File: config.mk
export PLATFORM = sky130hd
export DESIGN_NAME = tx_chip_gen
export DESIGN_NICKNAME = d
export VERILOG_FILES = /design/src/rtl/zigbee_pkg.sv /design/src/rtl/tx_pn_lut.sv /design/src/rtl/tx_chip_gen.sv
export SDC_FILE = /design/constraint.sdc
export NUM_CORES = 1
export LEC_CHECK = 0
export BUFFER_PORTS_ARGS = -buffer_cell sky130_fd_sc_hd__buf_2
export CAP_MARGIN = 40
export CORE_MARGIN = 2
export CORE_UTILIZATION = 55
export DETAILED_ROUTE_END_ITERATION = 8
export PLACE_DENSITY = 0.74
export SYNTH_ARGS = -nofsm -noshare
export SYNTH_HDL_FRONTEND = slang
export SYNTH_SLANG_ARGS = --single-unit
File: constraint.sdc
create_clock -name i_clk -period 6.53 [get_ports i_clk]
set_clock_uncertainty 0.2 [all_clocks]
set_input_delay 1.306 -clock i_clk [delete_from_list [all_inputs] [get_ports i_clk]]
set_output_delay 1.306 -clock i_clk [all_outputs]
set_load 0.02 [all_outputs]
File: src/rtl/zigbee_pkg.sv
// 802.15.4 O-QPSK shared definitions: PN table, FSM states.
// Chip vectors use bit k as chip c_k (c0 is transmitted first).
package zigbee_pkg;

    localparam int NB_P_MIN = 4;

    // Symbol 0 chips written c0 (MSB) .. c31 (LSB).
    localparam logic [31:0] PN_SYM0 = 32'hD9C3_522E;

    typedef enum logic {
        IDLE,
        RUN
    } tx_state_t;

    // Returns chips with bit k = c_k for the given data symbol.
    function automatic logic [31:0] pn_chips(input logic [3:0] sym);
        logic [31:0] base;
        logic [63:0] dbl;
        logic [31:0] r;
        for (int k = 0; k < 32; k++) begin
            base[k] = PN_SYM0[31-k];
        end
        // right shift in chip order is a left rotate of the bit vector
        dbl = {base, base} << {sym[2:0], 2'b00};
        r   = dbl[63:32];
        if (sym[3]) begin
            r = r ^ 32'hAAAA_AAAA;
        end
        return r;
    endfunction

endpackage

File: src/rtl/tx_pn_lut.sv
// Symbol-to-chip lookup: combinational 4-bit to 32-chip PN map.
// Output bit k is the chip sent in chip slot k.
module tx_pn_lut
    import zigbee_pkg::*;
(
    input  logic [3:0]  sym_i,
    output logic [31:0] chips_o
);

    assign chips_o = pn_chips(sym_i);

endmodule

File: src/rtl/tx_chip_gen.sv
// O-QPSK chip timing generator and DSSS spreader.
// Even chips go to I, odd chips to Q, one chip period apart.
module tx_chip_gen
    import zigbee_pkg::*;
#(
    parameter int NB_P_W = 6
)
(
    input  logic              i_clk,
    input  logic              i_rst,
    input  logic              i_tick,
    input  logic [NB_P_W-1:0] i_nb_P,
    input  logic [3:0]        i_sym,
    input  logic              i_sym_valid,
    output logic              o_sym_ready,
    output logic              o_chip_i,
    output logic              o_chip_q,
    output logic              o_en_i,
    output logic              o_en_q,
    output logic              o_busy
);

    localparam logic [NB_P_W-1:0] ONE       = NB_P_W'(1);
    localparam logic [NB_P_W-1:0] NBP_FLOOR = NB_P_W'(NB_P_MIN);

    tx_state_t         state_q, state_d;
    logic [NB_P_W-1:0] cnt_q, cnt_d;
    logic [NB_P_W-1:0] nbp_q, nbp_d;
    logic [4:0]        idx_q, idx_d;
    logic [31:0]       sr_q, sr_d;
    logic              buf_full_q, buf_full_d;
    logic [3:0]        buf_sym_q, buf_sym_d;
    logic              chip_i_q, chip_i_d;
    logic              chip_q_q, chip_q_d;
    logic              en_i_q, en_i_d;
    logic              en_q_q, en_q_d;

    logic              accept;
    logic              load;
    logic              bypass;
    logic [NB_P_W-1:0] nbp_in;
    logic [3:0]        lut_sym;
    logic [31:0]       lut_chips;

    assign accept  = i_sym_valid && !buf_full_q;
    assign nbp_in  = (i_nb_P < NBP_FLOOR) ? NBP_FLOOR : i_nb_P;
    assign lut_sym = bypass ? i_sym : buf_sym_q;

    tx_pn_lut u_lut (
        .sym_i   (lut_sym),
        .chips_o (lut_chips)
    );

    // Next state: chip counter, symbol sequencing, holding register.
    always_comb begin
        state_d    = state_q;
        cnt_d      = cnt_q;
        nbp_d      = nbp_q;
        idx_d      = idx_q;
        sr_d       = sr_q;
        buf_full_d = buf_full_q;
        buf_sym_d  = buf_sym_q;
        chip_i_d   = chip_i_q;
        chip_q_d   = chip_q_q;
        en_i_d     = 1'b0;
        en_q_d     = 1'b0;
        load       = 1'b0;
        bypass     = 1'b0;

        unique case (state_q)
            IDLE: begin
                cnt_d    = '0;
                idx_d    = '0;
                chip_i_d = 1'b0;
                chip_q_d = 1'b0;
                nbp_d    = nbp_in;
                if (i_tick && buf_full_q) begin
                    load    = 1'b1;
                    state_d = RUN;
                end
            end
            RUN: begin
                if (i_tick) begin
                    if (cnt_q == '0) begin
                        nbp_d = nbp_in;
                        sr_d  = sr_q >> 1;
                        if (!idx_q[0]) begin
                            chip_i_d = sr_q[0];
                            en_i_d   = 1'b1;
                        end else begin
                            chip_q_d = sr_q[0];
                            en_q_d   = 1'b1;
                        end
                    end
                    if (cnt_q == nbp_q - ONE) begin
                        cnt_d = '0;
                        idx_d = idx_q + 5'd1;
                        if (idx_q == 5'd31) begin
                            if (buf_full_q) begin
                                load = 1'b1;
                            end else if (accept) begin
                                load   = 1'b1;
                                bypass = 1'b1;
                            end else begin
                                state_d  = IDLE;
                                chip_i_d = 1'b0;
                                chip_q_d = 1'b0;
                            end
                        end
                    end else begin
                        cnt_d = cnt_q + ONE;
                    end
                end
            end
            default: state_d = IDLE;
        endcase

        if (load) begin
            sr_d = lut_chips;
        end
        if (accept && !bypass) begin
            buf_full_d = 1'b1;
            buf_sym_d  = i_sym;
        end
        if (load && !bypass) begin
            buf_full_d = 1'b0;
        end
    end

    // State registers; reset drops any symbol in flight.
    always_ff @(posedge i_clk) begin
        if (i_rst) begin
            state_q    <= IDLE;
            cnt_q      <= '0;
            nbp_q      <= NBP_FLOOR;
            idx_q      <= '0;
            sr_q       <= '0;
            buf_full_q <= 1'b0;
            buf_sym_q  <= '0;
            chip_i_q   <= 1'b0;
            chip_q_q   <= 1'b0;
            en_i_q     <= 1'b0;
            en_q_q     <= 1'b0;
        end else begin
            state_q    <= state_d;
            cnt_q      <= cnt_d;
            nbp_q      <= nbp_d;
            idx_q      <= idx_d;
            sr_q       <= sr_d;
            buf_full_q <= buf_full_d;
            buf_sym_q  <= buf_sym_d;
            chip_i_q   <= chip_i_d;
            chip_q_q   <= chip_q_d;
            en_i_q     <= en_i_d;
            en_q_q     <= en_q_d;
        end
    end

    assign o_sym_ready = !buf_full_q;
    assign o_chip_i    = chip_i_q;
    assign o_chip_q    = chip_q_q;
    assign o_en_i      = en_i_q;
    assign o_en_q      = en_q_q;
    assign o_busy      = (state_q == RUN);

endmodule

==> qor.yml, run 1 <==
setup_viol: 0
cts-root-buf: "clkbuf_8"
share_comb_of_total_power: 0.215
place_area_sq_mm: 0.004033
num_antenna_cells: 0
hp-class: "flip-flop to flip-flop"
drive_above_1_share: 0.1153
rr_endpoint: "sr_q[5]"
min_from: "nbp_q[5]"
num_vias: 3381
insertion_delay_ns: 0.34
cts_buffer_depth: 2
fp.dieH_um: 88.29
holdPathEnd: "nbp_q[5]"
synth_edf_count: 0
synth.net_count: 500
io_buffers: 19
worst-setup-path-type: "primary input to flip-flop"
overflow: 0
min_path_cells: 2
synth_area_sq_mm: 0.003907
cts-htree-levels: 3
cts_buffers: 9
leakagePower_nw: 1.547
avgSynthCellArea_sq_um: 8.226
r2r-start: "idx_q[0]"
yosysMostFrequentCell: "dfxtp_1"
finalWirelength_mm: 8.743
clk_pin_slew_ns: 0.06
post_cts_buffers: 0
ir_drop_uv: 115.9
drtIter0Drc: 196
rrSetupSlack_ns: 2.17
synthesis.instances: 475
rsz0062_at_grt: "no"
dp.cells: 558
crit_start: "i_tick"
grt.total_usage: 0.2399
tightestPinTransition_ns: 0.8897
instances_no_fill: 573
p_seq_frac: 0.431
crit_arrival_ns: 4.62
hold_buffers: 0
die-area_sq_mm: 0.007795
routedWlPerCell_um: 15.26
outcome: "finished, final reports clean"
pwr_density_cell_mw_per_mm2: 224.3
grt_max_degree: 50
min_period_ns: 4.558
synthTopCellsByArea: "dfxtp_1 (30%), a211oi_1 (8.3%), xnor2_1 (7.2%), mux2i_1 (5.4%), nor2b_1 (4.5%)"
yosysSeqAreaShare: 0.3023
antenna_left: 0
grt_pass1_wl_mm: 14.65
maxSlewHeadroom: 0.4061
crit_fanout: 44
achievable-frequency_mhz: 219.4
netlist_top_cells_count: "dfxtp_1 (59), a211oi_1 (43), nand2_1 (40)"
start_kind: "primary input"
hold_violations: 0
finalSetupTns_ns: 0
cts_resized: 0
syn2layout_area_growth_pct: 8.165
worstRegToRegCells: 15
clock_sink_count: 59
synth_top_area_cell: "dfxtp_1"
nNetsFinal: 498
gp_congestion: 0.9001
pwr-share-clk: 0.353
yosysTopAreaCellShare: 0.3023
drc: 0
fin_crit_sh: 0.6981
yosysWarnings: 0
initial_core_util: 0.5720
p_switching_mw: 0.2798
cp-end-kind: "flip-flop"
core_sq_mm: 0.006832
maxSlewViolCount: 0
yosysUniqueCellTypes: 55
ys_seq_elements: 59
cts_tree: "yes"
async_reset_ff_frac: 0
die_width_um: 88.29
cellInternalPower_mw: 0.6682
final_cell_area_sq_mm: 0.004227
crit_top_cell: "nand2_1"
antenna_found_initial: 0
pin_count: 20
first_pass_iters: 4
synthFlopType: "dfxtp_1"
vias_per_cell: 5.901
grt_pass1_vias: 3028
dp_hpwl_mm: 6.186
netSwitchingFraction: 0.2951
max_stage_delay_ns: 0.49
cp_data_required_time_ns: 6.59
drv_cap: 0
num_rows: 30
crit_chain: "buf_2 -> nand2_1 -> nor4_1 -> and3_1 -> nand2_2 -> mux2_2 -> ha_1 -> nor2b_1 -> nor2_1 -> xnor2_1 -> nand2_1 -> o21ai_0 -> a211oi_1"
crit_slowest_cell: "mux2_2"
-- final cells by class --
class | instances | area [sq um]
Fill cell | 620 | 2605
Clock inverter | 2 | 35.03
Sequential cell | 59 | 1181
Inverter | 13 | 48.80
Tap cell | 96 | 120.1
Timing Repair Buffer | 23 | 165.2
Multi-Input combinational cell | 367 | 2517
Clock buffer | 13 | 158.9
-- worst max-delay path, delay by kind of cell --
family	cells	cell delay (ns)
AND/OR/NAND/NOR	7	1.74
multiplexers	1	0.49
adder cells (fa/ha/maj)	1	0.40
AO/OA/AOI/OAI	2	0.33
buffers and inverters	1	0.20
XOR/XNOR	1	0.14
-- cells in the final DEF (no fill, tap or decap), types with 4 or more instances in the layout --
master,netlist,layout
xor2_1,11,11
mux2i_1,21,21
xnor2_1,32,32
nor2_1,31,30
nand4_1,4,4
a211oi_1,43,43
nand3_1,15,15
inv_1,12,12
o21ai_0,26,26
a211oi_2,7,7
a21oi_1,34,34
nor2b_1,28,28
ha_1,11,11
nor3_1,8,8
nand2b_1,8,8
dfxtp_1,59,59
buf_2,11,19
nand2_1,40,40
clkbuf_8,0,11
-- metrics by stage --
step | setup WS [ns] | hold slack [ns] | power [mW] | utilization
after floorplan | 2.532 | 0.2559 | 0.5736 | -
after global placement | 1.761 | 0.2701 | 0.6079 | 0.5811
after detailed placement | 1.682 | 0.2867 | 0.6188 | 0.5903
after CTS | 2.029 | 0.2956 | 0.9535 | 0.6187
after global routing | 1.578 | 0.3226 | 0.9939 | 0.6187
final | 1.972 | 0.2877 | 0.9479 | 0.6187
-- worst max-delay path by stage --
stage                     to  slack, ns  cells past startpoint
CTS                  sr_q[5]       2.03                     13
global placement    sr_q[29]       1.76                     13
detailed placement   sr_q[5]       1.68                     13
finish               sr_q[5]       1.97                     13
global route         sr_q[5]       1.58                     13
floorplan           sr_q[29]       2.53                     13
-- logic make-up (layout without fill, tap and decap cells) --
family                   count (synthesis)  in the layout  synth area share
adder cells (fa/ha/maj)                 11             11           0.03522
AO/OA/AOI/OAI                          136            136            0.2459
multiplexers                            23             23           0.05956
XOR/XNOR                                43             43           0.09638
AND/OR/NAND/NOR                        154            154            0.2053
buffers and inverters                   49             51           0.05539
flip-flops                              59             59            0.3023
-- flip-flops by register name (all words and copies together) (netlist names) --
register,count
sr_q,32
nbp_q,6
buf_sym_q,4
o_en_q,1
o_busy,1
cnt_q,6
o_chip_q,1
buf_full_q,1
o_en_i,1
idx_q,5
o_chip_i,1
-- layer usage --
metal / part of all wire / track usage
met2: 0.45 / 0.3636
met3: 0.058 / 0.04198
met4: 0.015 / 0.08540
met5: 0 / 0
met1: 0.48 / 0.3443
-- power by group through the flow --
stage               clock (mW)  sequential [mW]  combinational [mW]
floorplan                    0            0.403               0.170
global placement             0            0.416               0.192
detailed placement           0            0.416               0.203
CTS                      0.342            0.408               0.203
global route             0.356            0.412               0.226
finish                   0.335            0.409               0.204
Power figures use the tool's default switching activity.
==> run 2, diff against run 1 <==
Settings changed: PLACE_DENSITY 0.74 to 0.77.
Clock period 6.53 ns to 4 ns, I/O delays scaled along.
==> run 2 against run 1 <==
Net effect:
- register-to-register slack lost 1.8 ns
- via count grew 0.33%
- non-clock buffer count grew 5
- die area is the same
- power grew 72%
- cell count grew 1.0%
- wire length grew 1.1%
- critical endpoint is now sr_q[29]
- largest cell class unchanged
- highest routed layer unchanged
==> qor.yml, run 2 (synthesis gave the netlist of run 1 again) <==
pin_count: 20  # unchanged
min_period_ns: 3.666
ir_drop_uv: 245.6  # +110%
crit_family: "simple AND/OR/NAND/NOR gates"
gp_congestion: 0.9223  # +2.5%
top_regs: "sr_q x32, cnt_q x6, nbp_q x6"
dp_hpwl_mm: 6.232  # +0.75%
antenna_left: 0  # unchanged
num_vias: 3392  # +0.33%
crit_arrival_ns: 3.69  # -0.93 ns
first_pass_iters: 5  # +1
achievable-frequency_mhz: 272.8
drive_above_1_share: 0.1366  # +0.02134
overflow: 0  # unchanged
fillCellCount: 598  # -3.5%
maxSlewViolCount: 0  # unchanged
instances_no_fill: 579  # +1.0%
fin_crit_sh: 0.9164
cts-htree-levels: 3  # unchanged
routedWlPerCell_um: 15.27  # about the same
die-area_sq_mm: 0.007795  # unchanged
cts_tree: "yes"
maxSlewHeadroom: 0.4161  # +0.01001
cts_buffers: 9  # unchanged
hold_violations: 0  # unchanged
path_buf_inv: 1  # unchanged
clk_pin_slew_ns: 0.07  # about the same
final_common_cell: "dfxtp_1"
mostFrequentLayoutCells: "dfxtp_1 (59), a211oi_1 (43), nand2_1 (40)"
cts_buffer_depth: 2  # unchanged
total_power_mw: 1.627  # +72%
crit_fanout: 7  # -84%
holdPathEnd: "nbp_q[5]"
finalWirelength_mm: 8.843  # +1.1%
largest_register_ffs: 32  # unchanged
rrSetupSlack_ns: 0.33  # -1.84 ns
drc: 0  # unchanged
antenna_found_initial: 0  # unchanged
nNetsFinal: 503  # +1.0%
fp.dieH_um: 88.29  # unchanged
grt_pass1_vias: 3173  # +4.8%
finalSetupTns_ns: 0  # unchanged
setup_viol: 0  # unchanged
outcome: "finished, final reports clean"
grt_max_degree: 50  # unchanged
cp_data_required_time_ns: 4.02  # -2.57 ns
grt_pass1_wl_mm: 15.04  # +2.6%
post_cts_buffers: 0  # unchanged
final_util: 0.6266  # +0.007876
worst-setup-path-type: "flip-flop to flip-flop"
hp-class: "flip-flop to flip-flop"
dp.cells: 563  # +0.90%
min_path_cells: 2  # unchanged
core_sq_mm: 0.006832  # unchanged
cp-end-kind: "flip-flop"
drv_cap: 0  # unchanged
worstRegToRegCells: 14  # -1
num_antenna_cells: 0  # unchanged
leakagePower_nw: 1.570  # +1.5%
vias_per_cell: 5.858  # -0.71%
grt.total_usage: 0.2485  # +0.008556
crit_top_cell: "ha_1"
pwr_density_cell_mw_per_mm2: 380.1  # +69%
num_rows: 30  # unchanged
insertion_delay_ns: 0.35  # about the same
max_stage_delay_ns: 0.45  # -0.04 ns
syn2layout_area_growth_pct: 9.542
cts-root-buf: "clkbuf_8"
crit_chain: "ha_1 -> and3_1 -> ha_1 -> inv_1 -> nor4_2 -> and3_1 -> nand2_2 -> mux2_2 -> ha_1 -> nor2b_2 -> a21oi_1 -> xnor2_1 -> a211oi_1 -> a211oi_2"
initial_core_util: 0.5720  # unchanged
regMostFlops: "sr_q"
die_width_um: 88.29  # unchanged
crit_slowest_cell: "dfxtp_1"
tightestPinTransition_ns: 0.8747  # -0.01500 ns
crit_start: "idx_q[0]"
drtIter0Drc: 247  # +26%
io_buffers: 19  # unchanged
rr_endpoint: "sr_q[29]"
min_from: "nbp_q[5]"
start_kind: "flip-flop"
rsz0062_at_grt: "no"
r2r-start: "idx_q[0]"
clock_sink_count: 59  # unchanged
[run 2: how the worst max path moves through the flow]
stage | to | depth (start not counted)
detailed placement | sr_q[29] | 12
CTS | sr_q[29] | 14
finish | sr_q[29] | 14
global route | sr_q[29] | 14
floorplan | sr_q[29] | 16
global placement | sr_q[29] | 12
[run 2: layout make-up]
| type | count | area (sq um) | area share |
|---|---|---|---|
| inverters | 13 | 48.80 | 0.01140 |
| repair buffers | 28 | 170.2 | 0.03975 |
| well taps | 96 | 120.1 | 0.02806 |
| multi-input cells | 367 | 2532 | 0.5916 |
| clock buffers | 12 | 155.1 | 0.03625 |
| flip-flops and latches | 59 | 1181 | 0.2759 |
| clock inverters | 4 | 72.57 | 0.01695 |
[run 2: per-layer routing]
metal / track usage / up-vias / wire length, um
met4: 0.09642 / 0 / 239
met1: 0.3326 / 1568 / 4058
li1: - / 1695 / -
met3: 0.06903 / 24 / 558
met5: 0 / - / 0
met2: 0.3821 / 105 / 3987
[run 2: report_power, final]
group	switching (mW)	internal (mW)
Sequential	0.0390	0.626
Combinational	0.189	0.145
Clock	0.245	0.384
[run 2: repair_timing]
item	4_1_cts	5_1_grt
endpoints found under the setup margin	0	7
hold buffers	0	0
resized for setup	0	4
[run 2: metrics by stage]
step | instance area, sq um | hold WS, ns | setup WS [ns]
2_1_floorplan | 3908 | 0.2559 | 0.3687
3_5_place_dp | 4038 | 0.2770 | 0.2622
3_3_place_gp | 4023 | 0.2710 | 0.3754
6_report | 4280 | 0.2892 | 0.3343
5_1_grt | 4280 | 0.3179 | 0.02051
4_1_cts | 4265 | 0.2850 | 0.2374
[run 2: worst register-to-register path, cell delays in order (launching register included)]
cell	delay (ns)
dfxtp_1	0.45
ha_1	0.21
and3_1	0.17
ha_1	0.21
inv_1	0.07
nor4_2	0.32
and3_1	0.24
nand2_2	0.10
mux2_2	0.33
ha_1	0.39
nor2b_2	0.23
a21oi_1	0.08
xnor2_1	0.17
a211oi_1	0.31
a211oi_2	0.07
